$ cat src/rtl/spi_pkg.sv
`timescale 1ns/1ps
`default_nettype none
// ----------------------------------------------------------------------------
// spi_pkg : shared SPI link types and defaults (master and slave)
// Rev 1.0
// ----------------------------------------------------------------------------
package spi_pkg;

  localparam int SPI_DATA_W = 8;

  typedef enum logic [0:0] {
    IDLE   = 1'b0,
    ACTIVE = 1'b1
  } spi_state_e;

endpackage
`default_nettype wire

$ cat src/rtl/spi_sync.sv
`timescale 1ns/1ps
`default_nettype none
// ----------------------------------------------------------------------------
// spi_sync : STAGES-deep flop synchronizer with selectable reset value
// Rev 1.0
// ----------------------------------------------------------------------------
module spi_sync #(
  parameter int   STAGES  = 2,
  parameter logic RST_VAL = 1'b0
) (
  input  logic i_clk,
  input  logic i_rst,
  input  logic i_d,
  output logic o_q
);

  logic [STAGES-1:0] r_sync;

  always_ff @(posedge i_clk or posedge i_rst) begin
    if (i_rst) begin
      r_sync <= {STAGES{RST_VAL}};
    end else begin
      r_sync <= {r_sync[STAGES-2:0], i_d};
    end
  end

  assign o_q = r_sync[STAGES-1];

endmodule
`default_nettype wire

$ cat src/rtl/spi_slave.sv
`timescale 1ns/1ps
`default_nettype none
// ----------------------------------------------------------------------------
// spi_slave : oversampled SPI peripheral with valid/ready RX and one-entry TX
// Rev 1.0
// ----------------------------------------------------------------------------
module spi_slave
  import spi_pkg::*;
#(
  parameter int DATA_W      = SPI_DATA_W,
  parameter int SYNC_STAGES = 2
) (
  input  logic              i_sys_clk,
  input  logic              i_sys_rst,
  input  logic              i_SCK,
  input  logic              i_SS,
  input  logic              i_MOSI,
  output logic              o_MISO,
  output logic              o_MISO_oe,
  input  logic              i_cpol,
  input  logic              i_cpha,
  input  logic              i_lsb_first,
  input  logic [DATA_W-1:0] i_tx_data,
  input  logic              i_tx_valid,
  output logic              o_tx_ready,
  output logic [DATA_W-1:0] o_rx_data,
  output logic              o_rx_valid,
  input  logic              i_rx_ready,
  output logic              o_busy,
  output logic              o_overrun
);

  localparam int              CNT_W  = (DATA_W > 1) ? $clog2(DATA_W) : 1;
  localparam logic [CNT_W-1:0] C_LAST = CNT_W'(DATA_W - 1);

  logic w_ss, w_sck, w_mosi;

  spi_sync #(.STAGES(SYNC_STAGES), .RST_VAL(1'b1)) u_sync_ss (
    .i_clk(i_sys_clk), .i_rst(i_sys_rst), .i_d(i_SS),   .o_q(w_ss));
  spi_sync #(.STAGES(SYNC_STAGES), .RST_VAL(1'b0)) u_sync_sck (
    .i_clk(i_sys_clk), .i_rst(i_sys_rst), .i_d(i_SCK),  .o_q(w_sck));
  spi_sync #(.STAGES(SYNC_STAGES), .RST_VAL(1'b0)) u_sync_mosi (
    .i_clk(i_sys_clk), .i_rst(i_sys_rst), .i_d(i_MOSI), .o_q(w_mosi));

  spi_state_e        r_state, w_state_nxt;
  logic              r_ss_d, r_sck_d;
  logic              r_cpol, r_cpha, r_lsb;
  logic [CNT_W-1:0]  r_cnt;
  logic [DATA_W-1:0] r_tx_sh, r_rx_sh, r_rx_word, r_hold, r_rx_data;
  logic              r_hold_full, r_skip, r_done, r_rx_valid, r_overrun;

  logic w_ss_fall, w_ss_rise, w_active, w_enter, w_sck_edge, w_lead, w_trail;
  logic w_run, w_sample, w_shift, w_word_end, w_load, w_wr;
  logic [DATA_W-1:0] w_rx_next;

  assign w_ss_fall  = r_ss_d & ~w_ss;
  assign w_ss_rise  = ~r_ss_d & w_ss;
  assign w_active   = (r_state == ACTIVE);
  assign w_enter    = (r_state == IDLE) & w_ss_fall;
  assign w_sck_edge = w_sck ^ r_sck_d;
  assign w_lead     = w_sck_edge & (w_sck != r_cpol);
  assign w_trail    = w_sck_edge & (w_sck == r_cpol);
  assign w_run      = w_active & ~w_ss_rise;
  assign w_sample   = w_run & (r_cpha ? w_trail : w_lead);
  assign w_shift    = w_run & (r_cpha ? w_lead : w_trail);
  assign w_word_end = w_sample & (r_cnt == C_LAST);
  assign w_load     = w_enter | w_word_end;
  assign w_wr       = i_tx_valid & ~r_hold_full;
  assign w_rx_next  = r_lsb ? {w_mosi, r_rx_sh[DATA_W-1:1]}
                            : {r_rx_sh[DATA_W-2:0], w_mosi};

  always_ff @(posedge i_sys_clk or posedge i_sys_rst) begin
    if (i_sys_rst) begin
      r_state <= IDLE;
    end else begin
      r_state <= w_state_nxt;
    end
  end

  always_comb begin
    w_state_nxt = r_state;
    case (r_state)
      IDLE:    if (w_ss_fall) w_state_nxt = ACTIVE;
      ACTIVE:  if (w_ss_rise) w_state_nxt = IDLE;
      default: w_state_nxt = IDLE;
    endcase
  end

  always_ff @(posedge i_sys_clk or posedge i_sys_rst) begin
    if (i_sys_rst) begin
      r_ss_d      <= 1'b1;
      r_sck_d     <= 1'b0;
      r_cpol      <= 1'b0;
      r_cpha      <= 1'b0;
      r_lsb       <= 1'b0;
      r_cnt       <= '0;
      r_tx_sh     <= '0;
      r_rx_sh     <= '0;
      r_rx_word   <= '0;
      r_hold      <= '0;
      r_hold_full <= 1'b0;
      r_skip      <= 1'b0;
      r_done      <= 1'b0;
      r_rx_data   <= '0;
      r_rx_valid  <= 1'b0;
      r_overrun   <= 1'b0;
    end else begin
      r_ss_d  <= w_ss;
      r_sck_d <= w_sck;
      r_done  <= w_word_end;

      if (w_enter) begin
        r_cpol <= i_cpol;
        r_cpha <= i_cpha;
        r_lsb  <= i_lsb_first;
      end

      if (w_enter || (w_active && w_ss_rise)) begin
        r_cnt   <= '0;
        r_rx_sh <= '0;
      end else if (w_sample) begin
        r_cnt   <= w_word_end ? '0 : r_cnt + 1'b1;
        r_rx_sh <= w_rx_next;
      end

      if (w_word_end) r_rx_word <= w_rx_next;

      // The first shift edge after a load must leave the first bit on the
      // wire, except at frame start in CPHA=0 where the first shift edge
      // follows the first sample.
      if (w_load) begin
        r_tx_sh <= r_hold_full ? r_hold : '0;
        r_skip  <= w_enter ? i_cpha : 1'b1;
      end else if (w_shift) begin
        if (r_skip) r_skip  <= 1'b0;
        else        r_tx_sh <= r_lsb ? (r_tx_sh >> 1) : (r_tx_sh << 1);
      end

      if (w_wr) r_hold <= i_tx_data;
      if (w_load)    r_hold_full <= w_wr;
      else if (w_wr) r_hold_full <= 1'b1;

      r_overrun <= r_done & r_rx_valid & ~i_rx_ready;
      if (r_done) begin
        r_rx_data  <= r_rx_word;
        r_rx_valid <= 1'b1;
      end else if (r_rx_valid && i_rx_ready) begin
        r_rx_valid <= 1'b0;
      end
    end
  end

  assign o_MISO     = w_active & (r_lsb ? r_tx_sh[0] : r_tx_sh[DATA_W-1]);
  assign o_MISO_oe  = w_active;
  assign o_busy     = w_active;
  assign o_tx_ready = ~r_hold_full;
  assign o_rx_data  = r_rx_data;
  assign o_rx_valid = r_rx_valid;
  assign o_overrun  = r_overrun;

endmodule
`default_nettype wire

$ cat config.mk
export PLATFORM = sky130hd
export DESIGN_NAME = spi_slave
export DESIGN_NICKNAME = d
export VERILOG_FILES = /design/src/rtl/spi_pkg.sv /design/src/rtl/spi_sync.sv /design/src/rtl/spi_slave.sv
export SDC_FILE = /design/constraint.sdc
export NUM_CORES = 1
export LEC_CHECK = 0
export ABC_AREA = 1
export CAP_MARGIN = 40
export CORE_ASPECT_RATIO = 1.2
export CORE_MARGIN = 4
export CORE_UTILIZATION = 59
export DETAILED_ROUTE_END_ITERATION = 12
export PLACE_DENSITY_LB_ADDON = 0.2
export SLEW_MARGIN = 5
export SYNTH_ARGS = -nofsm -noshare
export SYNTH_HDL_FRONTEND = slang
export SYNTH_SLANG_ARGS = --single-unit
$ cat constraint.sdc
create_clock -name i_sys_clk -period 5.05 [get_ports i_sys_clk]
set_input_delay 1.01 -clock i_sys_clk [delete_from_list [all_inputs] [get_ports i_sys_clk]]
set_output_delay 1.01 -clock i_sys_clk [all_outputs]
set_load 0.02 [all_outputs]
==> reports/metrics.cfg <==
[synthesis]
syn-mean-instance-area_sq_um = 8.82
synth_cell_types = 32
ys_top_cells_by_area = dfrtp_1, nand2_1, o21ai_0
synth_edf_count = 0
yosys.area.top_type = dfrtp_1
async_reset_ff_frac = 1.00
netlist_area_sq_um = 2690
netlist_instances = 305
synth_nets = 325
yosys_most_used_dff = dfrtp_1
synthTopCellsByCount = nand2_1, dfrtp_1, inv_1
ys_seq_area_frac = 0.560
synth_most_common_cell = nand2_1
synth-seq-cells = 60
yosysWarnings = 0
yosysTopAreaCellShare = 0.530

[global_route]
grt_pass1_vias = 1991
grtUsageTotal = 0.186
grt_overflow = 0
grt_pass1_wl_um = 8160
grt_max_degree = 61
antenna_found_initial = 0

[drt]
firstDrtPassIters = 4
dr.first_iter.drc_count = 82
vias = 1950
drcViolationCount = 0
finalWirelength_um = 4600
viasPerCell = 4.86
ant_nets = 0
wl_per_cell_um = 11.5

[power_and_ir_drop]
p_switching_mw = 0.406
ir_worst_vdd_v = 0.000277
pwr-share-seq = 0.484
switching_share = 0.308
p_int_mw = 0.912
power_frac_clock = 0.294
power_density_nw_per_um2 = 410
leakage_nw = 1.61
combPwrFrac = 0.222
p_total_mw = 1.32

[setup_path]
crit_arrival_ns = 2.05
cp_cell_sequence = o21ai_0 > a21oi_1 > clkdlybuf4s50_1
critPathMaxStageDelay_ns = 0.77
reg2reg_depth = 10
crit_type = flop to output port
r2r_start = u_sync_sck.r_sync[1]
endpoint_kind = output port
worstPathMaxFanout = 27
required_ns = 4.04
cp_slowest_cell = dfrtp_1
critPathLaunchType = flop
crit_start = r_lsb

[cts]
cts_tree = built
cts_sinks = 60
worstSkewPairLatency_ns = 0.33
cts-root-buf = clkbuf_8
numCtsBuffers = 9
htree_levels = 3
cts_hold_buffers = 0
post_cts_resized = 0
post_cts_buffers = 0
clk_path_buf_depth = 2
clkSlewWorstSetupHoldPaths_ns = 0.06

[timing]
min_period_ns = 3.06
hold_viol_final = 0
fmax_mhz = 327
fin_skew_ns = 0.00499
fin_crit_sh = 0.606
slew_headroom = 0.530
max_slew.worst_pin.slew_ns = 0.705
finalSetupViolations = 0
finalMaxSlewViolations = 0
finalSetupTns_ns = 0
rsz0062_at_grt = no

[final_layout]
fin_area_sq_um = 3210
multi_input_area_sq_um = 997
finalNetCount = 360
register_area_sq_um = 1510
nFillCells = 338
area_growth_pct = 19.5
drive_above_1_share = 0.130
antenna_cells = 0

[die]
initial_core_util = 0.622
core_sq_um = 4330
core.rowCount = 26
die_y_um = 82.0
die_area_sq_um = 5710
pin_count = 32
fp.dieW_um = 69.6

[run_status]
status = finished clean

[place]
gp_congestion = 0.756
hpwl_um = 3280
dpl_cell_area_sq_um = 3030
port_buffers = 31

[min_path]
hold_start = u_sync_mosi.r_sync[0]
holdPathStages = 0
hp-class = flop to flop

[run]
cap_violations = 0

[power groups by stage]
stage / Clock [mW] / Combinational (mW) / Sequential, mW
after detailed placement: 0 / 0.293 / 0.647
final: 0.388 / 0.292 / 0.638
after global placement: 0 / 0.286 / 0.643
after global routing: 0.422 / 0.334 / 0.653
after floorplan: 0 / 0.236 / 0.621
after CTS: 0.398 / 0.296 / 0.639
[area by class of cell]
| cell class | count | area share |
|---|---|---|
| clock inverter | 1 | 0.00156 |
| tap | 56 | 0.0218 |
| clock buffer | 15 | 0.0549 |
| multi-input combinational | 201 | 0.310 |
| timing repair buffer | 32 | 0.0989 |
| inverter | 36 | 0.0444 |
| sequential | 60 | 0.468 |
[cells in the final DEF (no fill, tap or decap), types with 2 or more instances in the layout]
cell type	instances
a21oi_1	5
clkbuf_1	3
clkbuf_8	12
clkdlybuf4s50_1	31
dfrtp_1	57
dfstp_2	3
ha_1	2
inv_1	31
inv_2	3
mux2_2	5
nand2_1	120
nand2_2	6
nand3_1	11
nand3_4	2
nor2_1	6
o21ai_0	24
o21ai_1	3
o21ai_2	4
o22ai_1	3
[final timing paths]
kind / end / slack (ns)
max: o_MISO / 1.99
min: u_sync_mosi.r_sync[1] / 0.35
max reg2reg: r_tx_sh[7] / 3.43
min reg2reg: u_sync_mosi.r_sync[1] / 0.35
max in group asynchronous: r_rx_sh[0] / 3.39
min in group asynchronous: r_rx_sh[7] / 1.20
[registers in the layout, indices dropped and copies added (netlist names)]
name,count
o_rx_data,8
r_lsb,1
r_ss_d,1
r_skip,1
r_cpha,1
o_overrun,1
r_cnt,3
o_rx_valid,1
r_done,1
r_sck_d,1
r_tx_sh,8
o_MISO_oe,1
u_sync_mosi.r_sync,2
r_hold,8
r_rx_sh,8
r_hold_full,1
r_cpol,1
r_rx_word,8
u_sync_ss.r_sync,2
u_sync_sck.r_sync,2
[stage by stage]
step / util / hold slack [ns] / cells / setup slack, ns
floorplan: - / 0.331 / 305 / 2.56
global placement: 0.701 / 0.333 / 385 / 2.36
detailed placement: 0.701 / 0.343 / 385 / 2.34
CTS: 0.743 / 0.355 / 401 / 1.96
global route: 0.743 / 0.364 / 401 / 1.78
finish: 0.743 / 0.350 / 401 / 1.99
[cells by family after synthesis]
| kind of cell | Yosys count | synth area share |
|---|---|---|
| mux | 6 | 0.0246 |
| fa+ha+maj | 2 | 0.00930 |
| simple gates | 151 | 0.245 |
| buf+inv | 44 | 0.0698 |
| flops | 60 | 0.560 |
| compound gates | 42 | 0.0916 |
[worst max-delay path: cells and delay by family, from the launching register on]
kind | cells | cell delay, ns
AO/OA/AOI/OAI | 2 | 0.31
buffers and inverters | 1 | 0.62
flip-flops | 1 | 0.77
[metal layers]
metal  vias up  global-route usage  routed length [um]
met5         -                   0                   0
met4         0               0.117                 151
met3        13              0.0539                 226
met2        41               0.343                2340
met1       874               0.187                1880
li1       1022                   -                   -
No activity file was read; power rests on OpenSTA's default activity.
==> patch 1 (same flow settings) <==
`RST_VAL` is set to 1'b0 in 3 places; all go to 1'b1.
--- a/src/rtl/spi_sync.sv
+++ b/src/rtl/spi_sync.sv
@@ -6,7 +6,7 @@
 // ----------------------------------------------------------------------------
 module spi_sync #(
   parameter int   STAGES  = 2,
-  parameter logic RST_VAL = 1'b0
+  parameter logic RST_VAL = 1'b1
 ) (
   input  logic i_clk,
   input  logic i_rst,
--- a/src/rtl/spi_slave.sv
+++ b/src/rtl/spi_slave.sv
@@ -37,9 +37,9 @@
 
   spi_sync #(.STAGES(SYNC_STAGES), .RST_VAL(1'b1)) u_sync_ss (
     .i_clk(i_sys_clk), .i_rst(i_sys_rst), .i_d(i_SS),   .o_q(w_ss));
-  spi_sync #(.STAGES(SYNC_STAGES), .RST_VAL(1'b0)) u_sync_sck (
+  spi_sync #(.STAGES(SYNC_STAGES), .RST_VAL(1'b1)) u_sync_sck (
     .i_clk(i_sys_clk), .i_rst(i_sys_rst), .i_d(i_SCK),  .o_q(w_sck));
-  spi_sync #(.STAGES(SYNC_STAGES), .RST_VAL(1'b0)) u_sync_mosi (
+  spi_sync #(.STAGES(SYNC_STAGES), .RST_VAL(1'b1)) u_sync_mosi (
     .i_clk(i_sys_clk), .i_rst(i_sys_rst), .i_d(i_MOSI), .o_q(w_mosi));
 
   spi_state_e        r_state, w_state_nxt;
Function: same outputs for any inputs over 10 cycles, from zero or initial values and one cycle with i_sys_rst high; that may be too few to reach the edited logic, so the function may still have changed.
==> patch 1 against the original RTL <==
- power fell by 1.8%
- fmax decreased by 1.0%
- area after synthesis up 0.19%
- sequential cell count stayed put
- global-route usage rose by 0.57 points
- die area rose by 0.16%
- design area shrank 0.43%
- setup slack worse by 0.031 ns
- routed wire length rose by 1.6%
- cell count unchanged
- sequential power up 0.6%
- first-iteration DRC count increased by 6.1%
- via count is 3.3% higher
- critical endpoint unchanged
==> patch 1: results (changes against the original RTL) <==
Synthesis
  • Compound-gate portion of the synthesized area: 9.146% (-0.017 points)
  • Sequential area share after synthesis: 56.04% (+0.082 points)
  • Top post-synthesis cells by area: dfrtp_1 (49%), nand2_1 (17%), dfstp_2 (6.8%), o21ai_0 (4.5%), inv_1 (4.5%)
  • Adder-cell area share of the yosys netlist: 0.9285% (-0.0017 points)
  • Top cells by instance count after synthesis: nand2_1 (120), dfrtp_1 (53), inv_1 (32)
  • Mux share of post-synthesis cell area: 2.461% (-0.0046 points)
  • Mean instance size in the synthesized netlist: 8.836 sq um (+0.19%)

Routing
  • Routed wirelength normalized by instance count: 11.66 um (+1.6%)
  • Detailed-route via count: 2014 (+3.3%)
  • Met2 wire len: 2.480 mm (+5.8%)
  • Met1 WL: 1.910 mm (+1.6%)
  • Met3 wire len: 197 um (-13%)
  • Detailed router's first-iteration violation count: 87 (+6.1%)
  • Per-cell via count in the routed design: 5.022 (+3.3%)

Critical path
  • Worst flop-to-flop path startpoint: u_sync_sck.r_sync[1]$_DFF_PP1_
  • Setup slack of the worst register-to-register path: 3.38 ns (-0.05 ns)
  • Max stage delay on crit path: 0.79 ns (+0.02 ns)
  • Worst reg2reg path depth: 9 (-1)

GRT
  • Antenna violations before repair: 0 (unchanged)
  • Global Route Usage Sum: 19.19% (+0.57 points)
  • Met3 demand-to-capacity share in global routing: 5.753% (+0.37 points)
  • Vias in the first global route: 2000 (+0.45%)
  • Wire length of the first global-routing pass: 8.307 mm (+1.8%)
  • Maximum number of pins on one net before global-route repair: 61 (unchanged)

Min path
  • Worst hold path cell count: 0 (unchanged)
  • Min-Delay Startpoint: u_sync_ss.r_sync[0]$_DFF_PP1_
  • Worst Hold Path EP: u_sync_ss.r_sync[1]$_DFF_PP1_
  • Type of the tightest min-delay check: flop to flop

STA
  • Tightest Pin Transition: 0.7227 ns (+0.01788 ns)
  • Worst-case hold slack: 0.3574 ns (+0.006964 ns)
  • Clock Skew: 0.005005 ns (+0.00001743 ns)

Power and ir drop
  • Maximum ir drop on the vdd rail: 0.0002689 V (-2.9%)
  • Power Sequential: 0.000642 W (+0.6%)
  • Power per standard cell area: 404.3 nW/um^2 (-1.4%)
  • Portion of total power attributed to combinational logic: 22.8% (+0.6 points)
  • Lkg Pwr: 1.593 nW (-0.86%)
  • Total net switching power: 0.0004078 W (+0.52%)

Finish
  • Post-layout net count: 360 (unchanged)
  • Share of post-route cells with drive strength above 1: 13.91% (+0.87 points)
  • Number of filler cells placed in the layout: 337 (-0.30%)

Place
  • Half-perimeter wire length of the detailed placement result: 3.347 mm (+2.1%)
  • Routability-driven placement congestion ratio: 0.7651 (+1.2%)
  • Placed inst area: 3038 sq um (+0.16%)

Status
  • Outcome: complete, no violations

Clock tree
  • Total CTS buffers: 9 (unchanged)
## patch 1: layout make-up
type	count	area [sq um]	share of cell area, %
repair buffers	32	317.8	9.930
multi-input cells	201	997.2	31.16
inverters	36	142.6	4.457
clock buffers	14	152.6	4.769
flip-flops and latches	60	1510	47.19
well taps	56	70.07	2.189
clock inverters	2	10.01	0.3127
## patch 1: how the worst max path moves through the flow
| stage | start | endpoint | slack [ns] | depth (start not counted) |
|---|---|---|---|---|
| 2_1_floorplan | i_sys_rst | o_MISO_oe$_DFF_PP0_ | 2.57 | 1 |
| 5_1_grt | r_lsb$_DFFE_PP0P_ | o_MISO | 1.78 | 3 |
| 3_3_place_gp | r_lsb$_DFFE_PP0P_ | o_MISO | 2.35 | 3 |
| 4_1_cts | r_lsb$_DFFE_PP0P_ | o_MISO | 1.93 | 3 |
| 6_report | r_lsb$_DFFE_PP0P_ | o_MISO | 1.96 | 3 |
| 3_5_place_dp | r_lsb$_DFFE_PP0P_ | o_MISO | 2.30 | 3 |
==> patch 2 (config.mk and constraints unchanged) <==
Made on the original files. Put one more register stage on the output `o_overrun`, with the module's reset. The value now appears one clock later. The other outputs are not delayed to match.
--- a/src/rtl/spi_slave.sv
+++ b/src/rtl/spi_slave.sv
@@ -156,7 +156,13 @@
   assign o_tx_ready = ~r_hold_full;
   assign o_rx_data  = r_rx_data;
   assign o_rx_valid = r_rx_valid;
-  assign o_overrun  = r_overrun;
+  always_ff @(posedge i_sys_clk or posedge i_sys_rst) begin
+    if (i_sys_rst) begin
+      o_overrun <= '0;
+    end else begin
+      o_overrun <= r_overrun;
+    end
+  end
 
 endmodule
 `default_nettype wire
Function: same outputs for any inputs over 10 cycles, from zero or initial values and one cycle with i_sys_rst high; that may be too few to reach the edited logic, so the function may still have changed.
==> patch 2 against the original RTL <==
- power is 2.5% lower
- sequential share of layout area is 0.83 points higher
- clock power is 12% lower
- design area is 0.12% lower
- sequential cell count is 1 higher
- area after synthesis is 0.93% higher
- routed wire length is 0.83% higher
- setup slack worse by 0.0038 ns
==> patch 2: results (changes against the original RTL) <==
Status
  • Outcome: complete, no violations

Synthesis
  • Synth cell types: 32 (unchanged)
  • Syn_nets: 326 (+0.31%)
  • Top post-synthesis cells by area: dfrtp_1 (53%), nand2_1 (17%), o21ai_0 (4.4%), inv_1 (4.4%), dfstp_2 (2.9%)
  • Mean instance size in the synthesized netlist: 8.873 sq um (+0.60%)
  • Sequential area share after synthesis: 56.36% (+0.41 points)
  • Top cells by instance count after synthesis: nand2_1 (120), dfrtp_1 (58), inv_1 (32)

Finish
  • Area growth syn-to-layout: 18.25%
  • Number of filler cells placed in the layout: 333 (-1.5%)
  • Post-layout net count: 361 (+0.28%)
  • Share of post-route cells with drive strength above 1: 12.43% (-0.62 points)

Min path
  • Min-Delay Startpoint: r_overrun$_DFF_PP0_
  • Worst Hold Path EP: o_overrun$_DFF_PP0_
  • Worst hold path cell count: 0 (unchanged)

Place
  • Minimum setup slack after placement: 2.345 ns (+0.009320 ns)
  • Half-perimeter wire length of the detailed placement result: 3.324 mm (+1.4%)
  • Routability-driven placement congestion ratio: 0.7708 (+2.0%)
  • Cells after DPL: 386 (+0.26%)
  • Placed inst area: 3058 sq um (+0.82%)

Power and ir drop
  • Maximum ir drop on the vdd rail: 0.0003394 V (+23%)
  • Clock group total power: 0.000343 W (-12%)
  • Switching part of the total: 31.56% (+0.79 points)
  • Power per standard cell area: 400.3 nW/um^2 (-2.4%)
  • Power Sequential: 0.000648 W (+2%)

Routing
  • Met1 WL: 1.889 mm (+0.53%)
  • Detailed Route WL: 4.640 mm (+0.83%)
  • Met3 wire len: 236 um (+4.4%)
  • Detailed-route via count: 1973 (+1.2%)
  • Routed wirelength normalized by instance count: 11.54 um (+0.57%)
  • Detailed router's first-iteration violation count: 89 (+8.5%)
  • Met2 wire len: 2.424 mm (+3.5%)

STA
  • Worst-case hold slack: 0.3516 ns (+0.001109 ns)
  • Headroom to the max-slew limit: 51.69% (-1.3 points)
  • Clock Skew: 0.007984 ns (+0.002996 ns)

GRT
  • Met1 Usage GRT: 19.07% (+0.41 points)
  • Global Route Usage Sum: 18.63% (about the same)
  • Wire length of the first global-routing pass: 8.252 mm (+1.1%)
  • Met2 routing resource usage after global routing: 35.35% (+1.1 points)
  • Met3 demand-to-capacity share in global routing: 3.753% (-1.6 points)
  • Vias in the first global route: 1946 (-2.3%)

Critical path
  • Setup slack of the worst register-to-register path: 3.41 ns (-0.02 ns)
  • Worst reg2reg path depth: 10 (unchanged)
  • Maximum fanout along the worst path: 27 (unchanged)

Clock tree
  • Clock transition time at the flip-flop clock pins of the worst setup and hold paths: 0.06 ns (about the same)
patch 2: changes by cell type after synthesis, sizes merged:
cell	delta
dfrtp	+1
patch 2: worst max path at each step:
| stage | endpoint | slack [ns] | depth (start not counted) |
|---|---|---|---|
| after CTS | o_MISO | 1.98 | 3 |
| after detailed placement | o_MISO | 2.34 | 3 |
| after global placement | o_MISO | 2.35 | 3 |
| after global routing | o_MISO | 1.81 | 3 |
| after floorplan | o_MISO_oe$_DFF_PP0_ | 2.53 | 1 |
| final | o_MISO | 1.99 | 3 |
patch 2: layout make-up:
cell class                 count  share of cell area, %
clock buffer                  14                  4.443
inverter                      36                  4.443
multi-input combinational    201                  31.06
clock inverter                 2                 0.3118
timing repair buffer          32                  9.899
sequential                    61                  47.66
tap                           56                  2.182
patch 2: logic make-up after synthesis:
logic type	share of synthesized area, %
AND/OR/NAND/NOR	24.29
flip-flops	56.36
buffers and inverters	6.913
AO/OA/AOI/OAI	9.078
multiplexers	2.442
adder cells (fa/ha/maj)	0.9215
